===== src/rtl/increment_pulse_gen_pkg.sv =====
// Shared types and default configuration for the increment pulse generator.
// Holds the debounce FSM state encoding and the default timing constants.
package increment_pulse_pkg;

    localparam int unsigned DEF_DEBOUNCE_CYCLES = 32'd4;
    localparam int unsigned DEF_REPEAT_DELAY    = 32'd16;
    localparam int unsigned DEF_REPEAT_PERIOD   = 32'd8;

    localparam int CNT_W = 8;
    localparam int RPT_W = 16;

    typedef enum logic [1:0] {
        ST_IDLE         = 2'd0,
        ST_PRESS_WAIT   = 2'd1,
        ST_PRESSED      = 2'd2,
        ST_RELEASE_WAIT = 2'd3
    } state_e;

    // The debounced level is high in both states that follow an accepted press.
    function automatic logic is_level_state(input state_e s);
        return (s == ST_PRESSED) || (s == ST_RELEASE_WAIT);
    endfunction

endpackage


===== src/rtl/increment_pulse_gen_if.sv =====
// Button/pulse signal bundle between the pulse generator and its environment.
interface increment_pulse_gen_if;

    logic btn_in;
    logic en;
    logic increment;
    logic btn_level;

    modport master (
        output btn_in,
        output en,
        input  increment,
        input  btn_level
    );

    modport slave (
        input  btn_in,
        input  en,
        output increment,
        output btn_level
    );

endinterface


===== src/rtl/increment_pulse_gen_sync.sv =====
// Two-flop synchronizer for the raw asynchronous push-button level.
module sync_2ff (
    input  logic clk,
    input  logic reset,
    input  logic d,
    output logic q
);

    logic meta_r;
    logic q_r;

    // Synchronizer chain, cleared by the asynchronous active-low reset.
    always_ff @(posedge clk or negedge reset) begin
        if (!reset) begin
            meta_r <= 1'b0;
            q_r    <= 1'b0;
        end else begin
            meta_r <= d;
            q_r    <= meta_r;
        end
    end

    assign q = q_r;

endmodule


===== src/rtl/increment_pulse_gen.sv =====
// Debounced push-button to single-cycle increment pulse generator.
// Optional auto-repeat while held is enabled by defining AUTO_REPEAT_EN.
module increment_pulse_gen
    import increment_pulse_pkg::*;
#(
    parameter int unsigned DEBOUNCE_CYCLES = DEF_DEBOUNCE_CYCLES,
    parameter int unsigned REPEAT_DELAY    = DEF_REPEAT_DELAY,
    parameter int unsigned REPEAT_PERIOD   = DEF_REPEAT_PERIOD
) (
    input  logic                  clk,
    input  logic                  reset,
    increment_pulse_gen_if.slave  bus
);

    if ((DEBOUNCE_CYCLES < 32'd2) || (DEBOUNCE_CYCLES > 32'd255) ||
        (REPEAT_DELAY < 32'd2) || (REPEAT_PERIOD < 32'd2)) begin : g_bad_cfg
        $error("increment_pulse_gen: timing parameter out of range");
    end

    localparam logic [CNT_W-1:0] DEB_LAST = DEBOUNCE_CYCLES[CNT_W-1:0];

    logic             btn_sync_s;
    state_e           state_r;
    state_e           state_nxt_s;
    logic [CNT_W-1:0] cnt_r;
    logic [CNT_W-1:0] cnt_nxt_s;
    logic [CNT_W-1:0] cnt_inc_s;
    logic             press_pulse_s;
    logic             rpt_pulse_s;
    logic             increment_r;
    logic             btn_level_r;

    sync_2ff u_sync (
        .clk   (clk),
        .reset (reset),
        .d     (bus.btn_in),
        .q     (btn_sync_s)
    );

    assign cnt_inc_s = cnt_r + 8'd1;

    // FSM state and stability counter registers.
    always_ff @(posedge clk or negedge reset) begin
        if (!reset) begin
            state_r <= ST_IDLE;
            cnt_r   <= 8'd0;
        end else begin
            state_r <= state_nxt_s;
            cnt_r   <= cnt_nxt_s;
        end
    end

    // Debounce next-state logic; a press is accepted on the edge its count completes.
    always_comb begin
        state_nxt_s   = state_r;
        cnt_nxt_s     = cnt_r;
        press_pulse_s = 1'b0;
        case (state_r)
            ST_IDLE: begin
                if (btn_sync_s) begin
                    state_nxt_s = ST_PRESS_WAIT;
                end else begin
                    state_nxt_s = ST_IDLE;
                end
                cnt_nxt_s = 8'd0;
            end
            ST_PRESS_WAIT: begin
                if (!btn_sync_s) begin
                    state_nxt_s = ST_IDLE;
                    cnt_nxt_s   = 8'd0;
                end else if (cnt_inc_s == DEB_LAST) begin
                    state_nxt_s   = ST_PRESSED;
                    cnt_nxt_s     = 8'd0;
                    press_pulse_s = 1'b1;
                end else begin
                    cnt_nxt_s = cnt_inc_s;
                end
            end
            ST_PRESSED: begin
                if (!btn_sync_s) begin
                    state_nxt_s = ST_RELEASE_WAIT;
                end else begin
                    state_nxt_s = ST_PRESSED;
                end
                cnt_nxt_s = 8'd0;
            end
            ST_RELEASE_WAIT: begin
                if (btn_sync_s) begin
                    state_nxt_s = ST_PRESSED;
                    cnt_nxt_s   = 8'd0;
                end else if (cnt_inc_s == DEB_LAST) begin
                    state_nxt_s = ST_IDLE;
                    cnt_nxt_s   = 8'd0;
                end else begin
                    cnt_nxt_s = cnt_inc_s;
                end
            end
            default: begin
                state_nxt_s = ST_IDLE;
                cnt_nxt_s   = 8'd0;
            end
        endcase
    end

`ifdef AUTO_REPEAT_EN
    localparam logic [RPT_W-1:0] RPT_DELAY  = REPEAT_DELAY[RPT_W-1:0];
    localparam logic [RPT_W-1:0] RPT_PERIOD = REPEAT_PERIOD[RPT_W-1:0];

    logic [RPT_W-1:0] rpt_cnt_r;
    logic [RPT_W-1:0] rpt_cnt_nxt_s;
    logic [RPT_W-1:0] rpt_inc_s;
    logic [RPT_W-1:0] rpt_thresh_s;
    logic             rpt_run_r;
    logic             rpt_run_nxt_s;

    assign rpt_inc_s    = rpt_cnt_r + 16'd1;
    assign rpt_thresh_s = rpt_run_r ? RPT_PERIOD : RPT_DELAY;

    // Repeat timer only advances while PRESSED persists; any exit restarts the delay.
    always_comb begin
        rpt_cnt_nxt_s = rpt_cnt_r;
        rpt_run_nxt_s = rpt_run_r;
        rpt_pulse_s   = 1'b0;
        if ((state_r == ST_PRESSED) && (state_nxt_s == ST_PRESSED)) begin
            if (rpt_inc_s == rpt_thresh_s) begin
                rpt_pulse_s   = 1'b1;
                rpt_cnt_nxt_s = 16'd0;
                rpt_run_nxt_s = 1'b1;
            end else begin
                rpt_cnt_nxt_s = rpt_inc_s;
            end
        end else begin
            rpt_cnt_nxt_s = 16'd0;
            rpt_run_nxt_s = 1'b0;
        end
    end

    // Repeat timer registers.
    always_ff @(posedge clk or negedge reset) begin
        if (!reset) begin
            rpt_cnt_r <= 16'd0;
            rpt_run_r <= 1'b0;
        end else begin
            rpt_cnt_r <= rpt_cnt_nxt_s;
            rpt_run_r <= rpt_run_nxt_s;
        end
    end
`else
    assign rpt_pulse_s = 1'b0;
`endif

    // Registered outputs; btn_level mirrors the registered state exactly.
    always_ff @(posedge clk or negedge reset) begin
        if (!reset) begin
            increment_r <= 1'b0;
            btn_level_r <= 1'b0;
        end else begin
            increment_r <= bus.en & (press_pulse_s | rpt_pulse_s);
            btn_level_r <= is_level_state(state_nxt_s);
        end
    end

    assign bus.increment = increment_r;
    assign bus.btn_level = btn_level_r;

endmodule


===== src/flat_wrapper.sv =====
// flat-port wrapper written by rule: the top's interface ports become plain ports
module increment_pulse_gen_flat import increment_pulse_pkg::*;
#(
    parameter int unsigned DEBOUNCE_CYCLES = DEF_DEBOUNCE_CYCLES,
    parameter int unsigned REPEAT_DELAY    = DEF_REPEAT_DELAY,
    parameter int unsigned REPEAT_PERIOD   = DEF_REPEAT_PERIOD
)
  (clk, reset, bus_btn_in, bus_en, bus_increment, bus_btn_level);
  increment_pulse_gen_if bus_i ();
  input  logic clk;
  input  logic reset;
  input wire logic [$bits(bus_i.btn_in)-1:0] bus_btn_in;
  input wire logic [$bits(bus_i.en)-1:0] bus_en;
  output wire logic [$bits(bus_i.increment)-1:0] bus_increment;
  output wire logic [$bits(bus_i.btn_level)-1:0] bus_btn_level;
  assign bus_i.btn_in = bus_btn_in;
  assign bus_i.en = bus_en;
  assign bus_increment = bus_i.increment;
  assign bus_btn_level = bus_i.btn_level;
  increment_pulse_gen #(.DEBOUNCE_CYCLES(DEBOUNCE_CYCLES), .REPEAT_DELAY(REPEAT_DELAY), .REPEAT_PERIOD(REPEAT_PERIOD)) u_core (.clk(clk), .reset(reset), .bus(bus_i));
endmodule

===== config.mk =====
export PLATFORM = sky130hd
export DESIGN_NAME = increment_pulse_gen_flat
export DESIGN_NICKNAME = d
export VERILOG_FILES = /design/src/rtl/increment_pulse_gen_pkg.sv /design/src/rtl/increment_pulse_gen_if.sv /design/src/rtl/increment_pulse_gen_sync.sv /design/src/rtl/increment_pulse_gen.sv /design/src/flat_wrapper.sv
export SDC_FILE = /design/constraint.sdc
export NUM_CORES = 1
export LEC_CHECK = 0
export BUFFER_PORTS_ARGS = -buffer_cell sky130_fd_sc_hd__buf_2
export CAP_MARGIN = 20
export CORE_UTILIZATION = 39
export CTS_CLUSTER_SIZE = 30
export DETAILED_ROUTE_END_ITERATION = 8
export SKIP_CTS_REPAIR_TIMING = 1
export SYNTH_ARGS = -nofsm -noshare
export SYNTH_HDL_FRONTEND = slang
export SYNTH_SLANG_ARGS = --single-unit

===== constraint.sdc =====
create_clock -name clk -period 2.3 [get_ports clk]
set_input_delay 0.115 -clock clk [delete_from_list [all_inputs] [get_ports clk]]
set_output_delay 0.115 -clock clk [all_outputs]
set_load 0.005 [all_outputs]

==> metrics, run 1 <==
status=finished, final reports clean; Buf/Inv on CP=0; FMAX=0.575 GHz; Peak VDD IR=0.000315 V; async set-reset flop share out of synthesis=100%; number of placed cells counting well taps=79; CP endpoint kind=flip-flop; Starting Density=approximately 44%; P per Cell Area=530 nW/um^2; crit path kind=flip-flop to flip-flop; ant diodes=0; drt drc=0; Initial DRT Pass Iterations=4; top cells by area, synth=dfrtp_1 52%, xor2_1 6.4%, ha_1 3.7%, mux2_1 3.3%, nor4_4 3.1%; Arrival @ worst endpoint=between 1.5 and 2 ns; DR WL/cell=13.6 microns; die area=1910 sq um; count of pins over their slew limit=0; total chip power=0.000406 W; unrepaired setup endpoints after global routing=false; cell family with most CP delay=simple AND/OR/NAND/NOR gates; IO Count=6; cell-by-cell trace of the critical path=ha_1, or4bb_1, nor2_1, a21oi_2, mux2_1; area of the core=1560 sq um; clk root buf=clkbuf_4; Max clock buf depth=2; final worst path period need=1.74 ns; Mapped Nets=64; largest net degree at the start of global routing=15; die height=43.7 microns; clock sinks=14; Cell Rows=14; vias in the first global route=400; most frequent cell after synthesis=dfrtp_1; Finished Cell Area=767 sq um; post-synth cell types=28; clock-pin slew on the worst setup and hold paths=approximately 0.080 ns; commonest cells in the netlist=14 x dfrtp_1, 5 x nor2_1, 5 x xor2_1; DP Area=724 sq um; worst min path class=primary input to flip-flop; TritonCTS clock tree=built; die extent in x=43.7 microns; number of DRC markers in iteration 0=8; Max FO, Critical Path=5; Area growth, synth to finish=12.9%; Startpoint Class=flip-flop; cell taking the most area after synthesis=dfrtp_1; sequential share of the synthesized area=between 50% and 60%; CP required=2.45 ns; Mean Syn Cell Area=11.7 sq um; CP max stage delay=0.47 ns; Synth Cell Area=679 sq um; top-area cell type share of the netlist area=about half; Core Util, Final=49.2%; Ys Warns=0; Buffers on Ports=5; Routed Antenna Nets=0; Worst Tran Pin Value=0.330 ns; Syn Inst Count=58; Final Non-Filler Cells=84; drt total wl=1140 microns; post-synthesis mux area share=3.31%; clock skew=approximately 0.012 ns; RePlAce Congestion=0.783; GR Overflow Total=0; Top FF cell, synth=dfrtp_1; DP HPWL=roughly 830 microns; Fin Setup TNS=0 ns; CTS buffer count=3; Setup violations, final=0; MaxCap Viol Count=0; first-pass GRT wire length=approximately 1900 microns; clock latency on the worst-skew pair=0.28 ns; Via density=between 5 and 6; GR Util All Layers=14.3%; share of cells above drive strength 1=22.1%; EDFF count, synth=0; FILL cells=136; #FFs+latches synth=14; Tcrit/Tclk final=75.6%; H-Tree Depth=1; Via Count=about 440; reg2reg setup slack=between 0.5 and 0.6 ns; Rel. slew slack=78.0%; xor and xnor area share after synthesis=6.45%; Synth Area in Compound Gates=7.73%; Fin. Hold Viols=0; Synth Area in Simple Gates=26.7%; initial antenna violation count=0; post-synthesis adder-cell area fraction=3.68%; leakage dissipation=0.342 nW; CP max stage cell=or4bb_1; nets@finish=76; largest family of logic cells by synthesized area=simple AND/OR/NAND/NOR gates
## through the flow
| step | hold WS [ns] | setup slack [ns] |
|---|---|---|
| after floorplan | -0.181 | 0.663 |
| after global placement | 0.0299 | 0.555 |
| after detailed placement | 0.0247 | 0.576 |
| after CTS | -0.287 | 0.553 |
| after global routing | 0.0717 | 0.443 |
| final | 0.0784 | 0.560 |
## path summary, 6_finish.rpt
| check | depth (start not counted) | start | to |
|---|---|---|---|
| max in group asynchronous | 2 | reset | u_core.cnt_r[6] |
| setup / recovery | 5 | u_core.cnt_r[0] | u_core.state_r[1] |
| setup reg to reg | 5 | u_core.cnt_r[0] | u_core.state_r[1] |
| min in group asynchronous | 2 | reset | u_core.bus.increment |
| hold reg to reg | 0 | u_core.u_sync.meta_r | u_core.u_sync.q |
| hold / removal | 3 | bus_en | u_core.bus.increment |
## cell type report
class	instances	area [sq um]	area share [%]
Timing Repair Buffer	7	45.0	5.87
Inverter	1	3.75	0.489
Tap cell	16	20.0	2.61
Multi-Input combinational cell	43	325	42.4
Sequential cell	14	350	45.7
Clock buffer	3	22.5	2.94
## sequential cells by signal, indices dropped and copies added (netlist names)
name	cells
u_core.u_sync.q	1
u_core.bus.increment	1
u_core.bus.btn_level	1
u_core.state_r	2
u_core.cnt_r	8
u_core.u_sync.meta_r	1
## cells in the final DEF, fill, tap and decap left out, types with 2 or more instances in the layout
| cell | Yosys | routed |
|---|---|---|
| dfrtp_1 | 14 | 14 |
| xor2_1 | 5 | 5 |
| and2_2 | 2 | 2 |
| ha_1 | 2 | 2 |
| mux2_1 | 2 | 2 |
| nand4_1 | 2 | 2 |
| nor2_1 | 5 | 5 |
| nand3b_1 | 2 | 2 |
| buf_2 | 0 | 5 |
| nand3_1 | 2 | 2 |
| nand2_1 | 4 | 4 |
| clkbuf_4 | 0 | 3 |
| dlygate4sd3_1 | 0 | 2 |
## worst min-delay path, stage by stage
cell and delay [ns]:
buf_2 0.10, nand3b_1 0.07, nor4b_1 0.05
## kinds of logic after synthesis
| family | count (synthesis) |
|---|---|
| buf+inv | 1 |
| xor+xnor | 5 |
| mux | 2 |
| fa+ha+maj | 2 |
| flops | 14 |
| simple gates | 27 |
| compound gates | 7 |
## layer usage
| layer | share of wire (%) | GRT usage [%] | vias up |
|---|---|---|---|
| li1 | - | - | 229 |
| met2 | 42 | 18.2 | 6 |
| met5 | 0 | 0 | - |
| met4 | 0 | 5.63 | 0 |
| met3 | 3.9 | 6.25 | 0 |
| met1 | 54 | 21.2 | 209 |
## where the power goes
part           switching (W)  total [W]  internal [W]
logic              0.0000105  0.0000184    0.00000792
clock network      0.0000732   0.000134     0.0000607
registers         0.00000370   0.000254      0.000250
total              0.0000874   0.000406      0.000319
(Power assumes the default switching activity.)
==> run 2, diff against run 1 <==
- clock period: 2.3 -> 1.6 ns (I/O delays scaled with it)
==> metrics, run 2 (synthesis results as in run 1) <==
P per Cell Area=685 nW/um^2; MaxCap Viol Count=0; FILL cells=about 130; number of DRC markers in iteration 0=5; TritonCTS clock tree=built; GR Util All Layers=roughly 16%; leakage dissipation=approximately 0.40 nW; clock latency on the worst-skew pair=0.28 ns; FMAX=0.598 GHz; Starting Density=43.6%; Max clock buf depth=2; nets@finish=86; worst min path class=primary input to flip-flop; H-Tree Depth=1; failing checks=DRC, setup timing; most frequent cells in the layout=13 x dfrtp_1, 10 x buf_4, 5 x xor2_1, 5 x buf_2; unrepaired setup endpoints after global routing=true; die extent in x=roughly 44 microns; ant diodes=0; Buf/Inv on CP=0; Rel. slew slack=79.3%; Arrival @ worst endpoint=between 1.5 and 2 ns; CP max stage delay=roughly 0.42 ns; CP required=1.76 ns; Fin Setup TNS=-0.123 ns; Fin. Hold Viols=0; share of cells above drive strength 1=42.3%; cell-by-cell trace of the critical path=ha_2, or4bb_1, nor2_2, a21oi_2, mux2_4; Tcrit/Tclk final=105%; CTS buffer count=3; Worst Tran Pin Value=0.311 ns; area of the core=1560 sq um; Via density=5.29; max FFs per register=8; Peak VDD IR=0.000481 V; clock-pin slew on the worst setup and hold paths=0.09 ns; Storage cell area=352 sq um; most common cell after layout, fill and taps aside=dfrtp_1; Startpoint Class=flip-flop; Initial DRT Pass Iterations=5; DP HPWL=approximately 900 microns; Buffers on Ports=5; initial antenna violation count=0; Max FO, Critical Path=5; CP endpoint kind=flip-flop; crit path kind=flip-flop to flip-flop; GR Overflow Total=0; largest net degree at the start of global routing=15; die height=43.7 microns; DR WL/cell=14.2 microns; cell family with most CP delay=simple AND/OR/NAND/NOR gates; final worst path period need=about 1.7 ns; clock skew=0.0103 ns; CP max stage cell=dfrtp_1; vias in the first global route=485; drt total wl=1340 microns; first-pass GRT wire length=about 2200 microns; IO Count=6; drt drc=1; count of pins over their slew limit=0; Largest regs=u_core.cnt_r: 8 flops, u_core.state_r: 2 flops; Area growth, synth to finish=28.2%; die area=1910 sq um; Routed Antenna Nets=0; multi-input logic area=between 300 and 400 sq um; Setup WS pre-CTS=-0.0623 ns; clk root buf=clkbuf_4; Most flops, register=u_core.cnt_r; Setup violations, final=2; clock sinks=14; Cell Rows=14; Via Count=497; RePlAce Congestion=between 0.7 and 0.8; status=complete, but fails checks; final setup margin=-0.0725 ns
## run 2: layout make-up
class                      instances  area share, %
inverter                           1          0.431
timing repair buffer              17           13.8
tap                               16           2.30
clock buffer                       3           2.59
multi-input combinational         43           40.5
sequential                        14           40.4
## run 2: path summary, 6_finish.rpt
path,startpoint,to,slack [ns],cells past startpoint
max,u_core.cnt_r[0],u_core.state_r[1],-0.07,5
min,bus_en,u_core.bus.increment,0.08,3
max reg2reg,u_core.cnt_r[0],u_core.state_r[1],-0.07,5
min reg2reg,u_core.u_sync.meta_r,u_core.u_sync.q,0.35,0
max in group asynchronous,reset,u_core.cnt_r[4],1.13,2
min in group asynchronous,reset,u_core.bus.btn_level,0.21,2
## run 2: power by group
part,internal [W],switching [W],total [W]
Sequential,0.000360,0.00000594,0.000366
Combinational,0.0000151,0.0000169,0.0000319
Clock,0.0000873,0.000111,0.000198
Total,0.000462,0.000134,0.000596
## run 2: metrics by stage
stage                     power, W  area, sq um  hold WS (ns)  cells  utilization [%]
after floorplan           0.000382          682        -0.216     58                -
after global placement    0.000398          772      -0.00837     85             49.5
after detailed placement  0.000398          772      -0.00722     85             49.5
after CTS                 0.000594          795        -0.313     88             51.0
after global routing      0.000619          871        0.0982     94             55.9
final                     0.000596          871        0.0782     94             55.9
## run 2: per-layer routing
metal	share of wire [%]	global-route usage, %	routed length (microns)
met5	0	0	0
met4	1.3	7.50	17
met3	2.7	5.00	36
met2	45	23.0	599
met1	51	23.1	682
## run 2: worst min-delay path: stages
cell and delay (ns):
buf_2 0.09, nand3b_1 0.10, nor4b_2 0.05
